<file path="src/rtl/adder_pkg.sv">
// Shared constants and sizing helper for the registered carry-lookahead adder.
package adder_pkg;

    localparam int ADDER_MAX_WIDTH = 64;
    localparam int CLA_GROUP       = 4;

    // Number of 4-bit lookahead groups needed to cover a given operand width.
    function automatic int num_groups(input int width);
        return (width + CLA_GROUP - 1) / CLA_GROUP;
    endfunction

endpackage

</file>
<file path="src/rtl/cla4_group.sv">
// One 4-bit carry-lookahead slice: sum bits, per-bit carries and the
// group generate/propagate pair used by the inter-group ripple chain.
module cla4_group
    import adder_pkg::*;
(
    input  logic [CLA_GROUP-1:0] x,
    input  logic [CLA_GROUP-1:0] y,
    input  logic                 c_in,
    output logic [CLA_GROUP-1:0] s,
    output logic                 g_grp,
    output logic                 p_grp,
    output logic [CLA_GROUP-1:0] c
);

    logic [CLA_GROUP-1:0] p;
    logic [CLA_GROUP-1:0] g;

    // Flattened lookahead equations so every carry in the group is two levels deep.
    always_comb begin
        p     = x ^ y;
        g     = x & y;
        c[0]  = c_in;
        c[1]  = g[0] | (p[0] & c_in);
        c[2]  = g[1] | (p[1] & g[0]) | (p[1] & p[0] & c_in);
        c[3]  = g[2] | (p[2] & g[1]) | (p[2] & p[1] & g[0])
              | (p[2] & p[1] & p[0] & c_in);
        g_grp = g[3] | (p[3] & g[2]) | (p[3] & p[2] & g[1])
              | (p[3] & p[2] & p[1] & g[0]);
        p_grp = &p;
        s     = p ^ c;
    end

endmodule

</file>
<file path="src/rtl/adder_n.sv">
// Registered N-bit unsigned adder: {cout, sum} = a + b + cin, one cycle latency,
// built from 4-bit lookahead groups with a rippled group carry.
module adder_n
    import adder_pkg::*;
#(
    parameter int WIDTH = 64
) (
    input  logic             clk,
    input  logic             rst,
    input  logic [WIDTH-1:0] a,
    input  logic [WIDTH-1:0] b,
    input  logic             cin,
    output logic [WIDTH-1:0] sum,
    output logic             cout
);

    localparam int NG = num_groups(WIDTH);
    localparam int PW = NG * CLA_GROUP;

    logic [PW-1:0]    a_pad;
    logic [PW-1:0]    b_pad;
    logic [PW-1:0]    s_pad;
    logic [PW:0]      bit_c;
    logic [NG:0]      grp_c;
    logic [NG-1:0]    grp_g;
    logic [NG-1:0]    grp_p;
    logic [WIDTH-1:0] sum_d;
    logic [WIDTH-1:0] sum_q;
    logic             cout_d;
    logic             cout_q;
    logic             unused_bits;

    // Zero-pad operands up to a whole number of lookahead groups.
    always_comb begin
        a_pad             = '0;
        b_pad             = '0;
        a_pad[WIDTH-1:0]  = a;
        b_pad[WIDTH-1:0]  = b;
    end

    assign grp_c[0] = cin;

    genvar gi;
    generate
        for (gi = 0; gi < NG; gi++) begin : g_grp_slice
            cla4_group u_grp (
                .x     (a_pad[gi*CLA_GROUP +: CLA_GROUP]),
                .y     (b_pad[gi*CLA_GROUP +: CLA_GROUP]),
                .c_in  (grp_c[gi]),
                .s     (s_pad[gi*CLA_GROUP +: CLA_GROUP]),
                .g_grp (grp_g[gi]),
                .p_grp (grp_p[gi]),
                .c     (bit_c[gi*CLA_GROUP +: CLA_GROUP])
            );
            assign grp_c[gi+1] = grp_g[gi] | (grp_p[gi] & grp_c[gi]);
        end
    endgenerate

    assign bit_c[PW] = grp_c[NG];

    // Carry out is the carry into bit WIDTH, which differs from the last
    // group carry whenever padding bits are present.
    always_comb begin
        sum_d  = s_pad[WIDTH-1:0];
        cout_d = bit_c[WIDTH];
    end

    // Pad-position sum bits and internal carries drive no output.
    assign unused_bits = ^{s_pad, bit_c};

    // Output register; reset wins over a new result.
    always_ff @(posedge clk) begin
        if (rst) begin
            sum_q  <= '0;
            cout_q <= 1'b0;
        end else begin
            sum_q  <= sum_d;
            cout_q <= cout_d;
        end
    end

    assign sum  = sum_q;
    assign cout = cout_q;

endmodule

</file>
<file path="config.mk">
export PLATFORM = sky130hd
export DESIGN_NAME = adder_n
export DESIGN_NICKNAME = d
export VERILOG_FILES = /design/src/rtl/adder_pkg.sv /design/src/rtl/cla4_group.sv /design/src/rtl/adder_n.sv
export SDC_FILE = /design/constraint.sdc
export NUM_CORES = 1
export LEC_CHECK = 0
export BUFFER_PORTS_ARGS = -buffer_cell sky130_fd_sc_hd__buf_2
export CAP_MARGIN = 20
export CORE_MARGIN = 8
export CORE_UTILIZATION = 44
export CTS_CLUSTER_DIAMETER = 60
export DETAILED_ROUTE_END_ITERATION = 10
export PLACE_DENSITY = 0.88
export SETUP_SLACK_MARGIN = 0.02
export SYNTH_ARGS = -nofsm -noshare
export SYNTH_HDL_FRONTEND = slang
export SYNTH_SLANG_ARGS = --single-unit
export TNS_END_PERCENT = 100
</file>
<file path="constraint.sdc">
create_clock -name clk -period 3 [get_ports clk]
set_clock_uncertainty 0.05 [all_clocks]
set_input_delay 0.45 -clock clk [delete_from_list [all_inputs] [get_ports clk]]
set_output_delay 0.45 -clock clk [all_outputs]
set_load 0.005 [all_outputs]
</file>
# Word level (Yosys, flattened, before mapping)
# Index checks and enable logic that the tools add are counted.
[classes] bitwise=448 reduce_logical=16
[ops] cell="bitwise AND 1 bit" count=240
[ops] cell="bitwise OR 1 bit" count=160
[ops] cell="bitwise XOR 4 bit" count=32
[ops] cell="bitwise AND 4 bit" count=16
[ops] cell="AND reduction 4 bit" count=16
[totals] output_inout_bits=65 ff_bits=65 elab_cells=466

# Longest topological paths before layout
[logic_depth] word_depth=37 depth_mapped=13

# By module
# From an unflattened synthesis, not the netlist that was laid out.
[hier_totals] hier_cells=495 area_unflattened_um2=5014.8
[modules_own_cells] module="cla4_group" area_per_inst_um2=188.9 cells_each=20 n_inst=16
[modules_own_cells] module="adder_n" area_per_inst_um2=1991.9 cells_each=175 n_inst=1

# Worst setup path before layout
# No wires, ideal clock.
[synth_timing] path_kind="input to register" from="input port a[5]" to="register sum_q[61] (netlist: sum[61])" path_buffers=0 t_arrival_ns=2.869 slack_ns=-0.046 t_required_ns=2.822 path_stages=12 path_cell_list="ha_1 -> a21oi_2 -> o21ai_2 -> a221oi_2 -> nand4_2 -> a22oi_2 -> a31oi_1 -> a311oi_2 -> o21bai_1 -> fa_1 -> xnor2_1 -> nor2_1"
[synth_via] elab_chain_cells=34
[synth_rtl] item="start: declaration" line_no="adder_n.sv:10" rtl="input logic [WIDTH-1:0] a,"
[synth_rtl] item="bitwise AND 4 bit / bitwise XOR 4 bit (equally long branches)" line_no="cla4_group.sv:21, cla4_group.sv:20"
[synth_rtl] item="bitwise AND 1 bit, on equally long branches" line_no="cla4_group.sv:27, cla4_group.sv:28"
[synth_rtl] item="bitwise OR 1 bit / bitwise AND 1 bit (equally long branches)" line_no="cla4_group.sv:27, cla4_group.sv:28"
[synth_rtl] item="bitwise OR 1 bit" line_no="cla4_group.sv:28" rtl="| (p[3] & p[2] & p[1] & g[0]);"
[synth_rtl] item="bitwise OR 1 bit *" line_no="adder_n.sv:55" rtl="assign grp_c[gi+1] = grp_g[gi] | (grp_p[gi] & grp_c[gi]);"
[synth_rtl] item="bitwise AND 1 bit *" line_no="adder_n.sv:55"
[synth_rtl] item="bitwise OR 1 bit *" line_no="adder_n.sv:55"
[synth_rtl] item="bitwise AND 1 bit *" line_no="adder_n.sv:55"
[synth_rtl] item="[18 not listed]"
[synth_rtl] item="bitwise OR 1 bit *" line_no="adder_n.sv:55"
[synth_rtl] item="bitwise AND 1 bit *" line_no="adder_n.sv:55"
[synth_rtl] item="bitwise OR 1 bit *" line_no="adder_n.sv:55"
[synth_rtl] item="bitwise AND 1 bit *" line_no="adder_n.sv:55"
[synth_rtl] item="bitwise OR 1 bit *" line_no="adder_n.sv:55"
[synth_rtl] item="bitwise AND 1 bit *" line_no="cla4_group.sv:23" rtl="c[1] = g[0] | (p[0] & c_in);"
[synth_rtl] item="bitwise OR 1 bit *" line_no="cla4_group.sv:23"
[synth_rtl] item="bitwise XOR 4 bit *" line_no="cla4_group.sv:30" rtl="s = p ^ c;"
[synth_rtl] item="end signal: assignment" line_no="adder_n.sv:77" rtl="sum_q <= sum_d;"
[synth_rtl] item="end: declaration" line_no="adder_n.sv:28" rtl="logic [WIDTH-1:0] sum_q;"
# Mark *: on every way between the ends. The rest lies on a longest branch, timed or not.
# A chain may end at the register's enable or synchronous reset.

# Worst setup path in the final report
[layout_timing] from="input port a[32]" to="register sum_q[60] (netlist: sum[60])"
[layout_via] elab_chain_cells=17
[layout_rtl] item="bitwise XOR 4 bit / bitwise AND 4 bit (equally long branches)" line_no="cla4_group.sv:20, cla4_group.sv:21"
[layout_rtl] item="AND reduction 4 bit / bitwise AND 1 bit (equally long branches)" line_no="cla4_group.sv:29, cla4_group.sv:28"
[layout_rtl] item="bitwise AND 1 bit / bitwise OR 1 bit (equally long branches)" line_no="adder_n.sv:55, cla4_group.sv:28"
[layout_rtl] item="bitwise OR 1 bit *" line_no="adder_n.sv:55"
[layout_rtl] item="bitwise AND 1 bit *" line_no="adder_n.sv:55"
[layout_rtl] item="bitwise OR 1 bit *" line_no="adder_n.sv:55"
[layout_rtl] item="bitwise AND 1 bit *" line_no="adder_n.sv:55"
[layout_rtl] item="bitwise OR 1 bit *" line_no="adder_n.sv:55"
[layout_rtl] item="[2 not listed]"
[layout_rtl] item="bitwise AND 1 bit *" line_no="adder_n.sv:55"
[layout_rtl] item="bitwise OR 1 bit *" line_no="adder_n.sv:55"
[layout_rtl] item="bitwise AND 1 bit *" line_no="adder_n.sv:55"
[layout_rtl] item="bitwise OR 1 bit *" line_no="adder_n.sv:55"
[layout_rtl] item="bitwise AND 1 bit *" line_no="adder_n.sv:55"
[layout_rtl] item="bitwise OR 1 bit *" line_no="adder_n.sv:55"
[layout_rtl] item="bitwise XOR 4 bit *" line_no="cla4_group.sv:30"
[layout_rtl] item="named net g_grp_slice[15].u_grp.s[0]" line_no="cla4_group.sv:9" rtl="output logic [CLA_GROUP-1:0] s,"
# The timed path passes the listed nets; every way through them passes the cells marked *.

==> run metrics <==
Max IR drop VDD=240 uV; routed vias=4,651; total clock sinks=65; sum of overflow across all layers after global routing=0; Worst Tran Pin Value=679 ps; Max Freq=346 MHz; clock transition at the register clock pins on the worst setup and hold paths after CTS=70 ps; mean cell area of the mapped netlist=9.50 sq um; CTS tree=done; cell with the most instances after synthesis=sky130_fd_sc_hd__dfxtp_1; top cell type by total area after synthesis=sky130_fd_sc_hd__dfxtp_1; Critical Path Sink Type=flop; CP Data Required Time=3190 ps; area of the mapped netlist=4460 sq um; final estimated routing congestion in global placement=0.966; largest net degree at the start of global routing=33; Leak Pwr=3.40 nW; count of nets after finishing=978; number of placement rows=36; per-cell via count in the routed design=5.14; power density of the placed cells=423 nW/um^2; TritonRoute pass-1 iters=4; synth-to-layout area growth=53.1%; largest fanout of any net on the critical path=3; Post-route DRC=0; Hold Vio Cnt, Final=0; HPWL reported at the end of detailed placement=12,400 um; total inserted antenna cells=0; ys flop type=sky130_fd_sc_hd__dfxtp_1; number of port buffers=195; cells taking the most area after synthesis=sky130_fd_sc_hd__dfxtp_1 29%, sky130_fd_sc_hd__ha_1 18%, sky130_fd_sc_hd__fa_1 7.2%; DP Area=6420 sq um; Inserted Clock Buffers=9; syn_nets=681; number of synthesized flops with an enable pin=0; RSZ-0062 raised after global routing=yes; flop and latch count out of synthesis=65; Die Outline Area=13,600 sq um; proportion of synthesized flip-flops having asynchronous set or reset=0%; placeable core area=9820 sq um; final max-slew violation count=0; post-detailed-route count of antenna-violating nets=0; critical path launch point type=input port; clock tree root buffer cell=sky130_fd_sc_hd__clkbuf_8; synth warn=0; worst hold path type=input port to flop; remaining max-slew budget at the tightest pin=54.7%; hold buffer count at cts=0; post-route cell area=6840 sq um; die span in x=117 um; global-route wire length before repair=22,700 um; CTS HTree Levels=3; initial antenna violation count=0; maximum clock insertion buffer count=2; sum of internal, switching and leakage power=2.89 mW; sequential fraction of the synthesis area=29.1%; WL per Instance=16.7 um; type of the worst setup path=input port to flop; final setup violation count=0; number of unique standard cell types used by synthesis=62; IO Pins=196; list of most frequent post-synthesis cells=65 x sky130_fd_sc_hd__dfxtp_1, 64 x sky130_fd_sc_hd__ha_1, 58 x sky130_fd_sc_hd__nor2_1, 29 x sky130_fd_sc_hd__a21oi_1, 23 x sky130_fd_sc_hd__xnor2_1; result of the run=completed; ratio of cells with drive above 1 in the final layout=48.3%; total negative slack for setup checks=0 ps; initial cell density of the core=45.5%; cells after synthesis=470; floorplan die height=117 um; vias in the first global route=5,023; fraction of post-synthesis cell area in the top cell type by area=29.1%; Worst EP arrival=3080 ps; wire length reported by the detailed router=15,100 um; post-route clock period utilization=96.4%; Final min period=2890 ps; DRT iter0 DRCs=262; max-capacitance violation count=0; total routing usage reported by global routing=21.0%
-- timing repair --
| action | in CTS | in global routing |
|---|---|---|
| endpoints found under the setup margin | 2 | 9 |
| pin swaps | 0 | 19 |
| resized for setup | 1 | 28 |
| setup buffers | 0 | 5 |
-- metrics by stage --
step	std cells	worst slack, ps	utilization (%)	hold WS (ps)
final	905	108	69.6	432
after global routing	905	-9.83	69.6	459
after CTS	900	43.7	67.4	427
after detailed placement	884	-360	65.3	779
after global placement	884	-220	65.3	775
after floorplan	470	20.7	-	619
-- per-layer routing --
layer	GRT usage, %	routed length [um]
met4	8.53	335
met1	22.0	5640
met5	0	0
met2	39.2	7980
met3	4.96	1110
-- placed cells by master, fill, tap and decap left out, types with 4 or more instances in the layout --
cell type / netlist / routed
sky130_fd_sc_hd__nor2b_1: 16 / 16
sky130_fd_sc_hd__inv_1: 16 / 16
sky130_fd_sc_hd__nor3_1: 11 / 11
sky130_fd_sc_hd__ha_4: 0 / 18
sky130_fd_sc_hd__clkbuf_8: 0 / 10
sky130_fd_sc_hd__nand2b_1: 5 / 5
sky130_fd_sc_hd__a31oi_1: 6 / 4
sky130_fd_sc_hd__ha_1: 64 / 46
sky130_fd_sc_hd__xor2_1: 16 / 16
sky130_fd_sc_hd__a21oi_1: 29 / 27
sky130_fd_sc_hd__buf_2: 0 / 195
sky130_fd_sc_hd__nand2_1: 22 / 17
sky130_fd_sc_hd__buf_4: 2 / 98
sky130_fd_sc_hd__nand2_2: 1 / 4
sky130_fd_sc_hd__o21ai_1: 5 / 8
sky130_fd_sc_hd__o21ai_0: 15 / 11
sky130_fd_sc_hd__a21o_1: 17 / 17
sky130_fd_sc_hd__a21oi_2: 4 / 6
sky130_fd_sc_hd__nand4_1: 6 / 6
sky130_fd_sc_hd__nor2_1: 58 / 58
sky130_fd_sc_hd__dfxtp_1: 65 / 65
sky130_fd_sc_hd__fa_1: 16 / 15
sky130_fd_sc_hd__xnor2_1: 23 / 22
sky130_fd_sc_hd__nand3_1: 6 / 5
-- layout make-up --
| type | instances | area, sq um |
|---|---|---|
| clock buffer | 11 | 141 |
| inverter | 16 | 60.1 |
| sequential | 65 | 1300 |
| fill | 721 | 2980 |
| clock inverter | 5 | 55.1 |
| tap | 133 | 166 |
| timing repair buffer | 293 | 1710 |
| multi-input combinational | 382 | 3400 |
-- registers in the layout, summed over array words and instances, names as in the netlist --
name,cells
sum,64
cout,1
-- final timing paths --
| kind | startpoint | end | cells after the start |
|---|---|---|---|
| min | a[63] | cout | 4 |
| max | a[32] | sum[60] | 13 |
-- worst max-delay path: stages --
cell	delay, ps
sky130_fd_sc_hd__buf_2	130
sky130_fd_sc_hd__ha_4	270
sky130_fd_sc_hd__nand2_2	80
sky130_fd_sc_hd__nor4_4	330
sky130_fd_sc_hd__buf_4	190
sky130_fd_sc_hd__nand2_4	50
sky130_fd_sc_hd__nor4_4	270
sky130_fd_sc_hd__a22oi_2	130
sky130_fd_sc_hd__a31oi_2	230
sky130_fd_sc_hd__a311oi_2	130
sky130_fd_sc_hd__o21bai_1	220
sky130_fd_sc_hd__fa_2	460
sky130_fd_sc_hd__nor2b_1	140
-- kinds of logic after synthesis --
| group | share of synthesized area [%] |
|---|---|
| and+or+nand+nor | 17.7 |
| AOI/OAI and AO/OA | 18.3 |
| DFF | 29.1 |
| buffers and inverters | 2.10 |
| xor gates and xnor gates | 7.65 |
| adders and majority gates | 25.1 |
-- power breakdown --
group	internal [mW]	switching, mW
clock	0.404	0.351
combinational	0.584	0.538
sequential	0.982	0.0336
total	1.97	0.923
No activity file was read; power rests on OpenSTA's default activity.
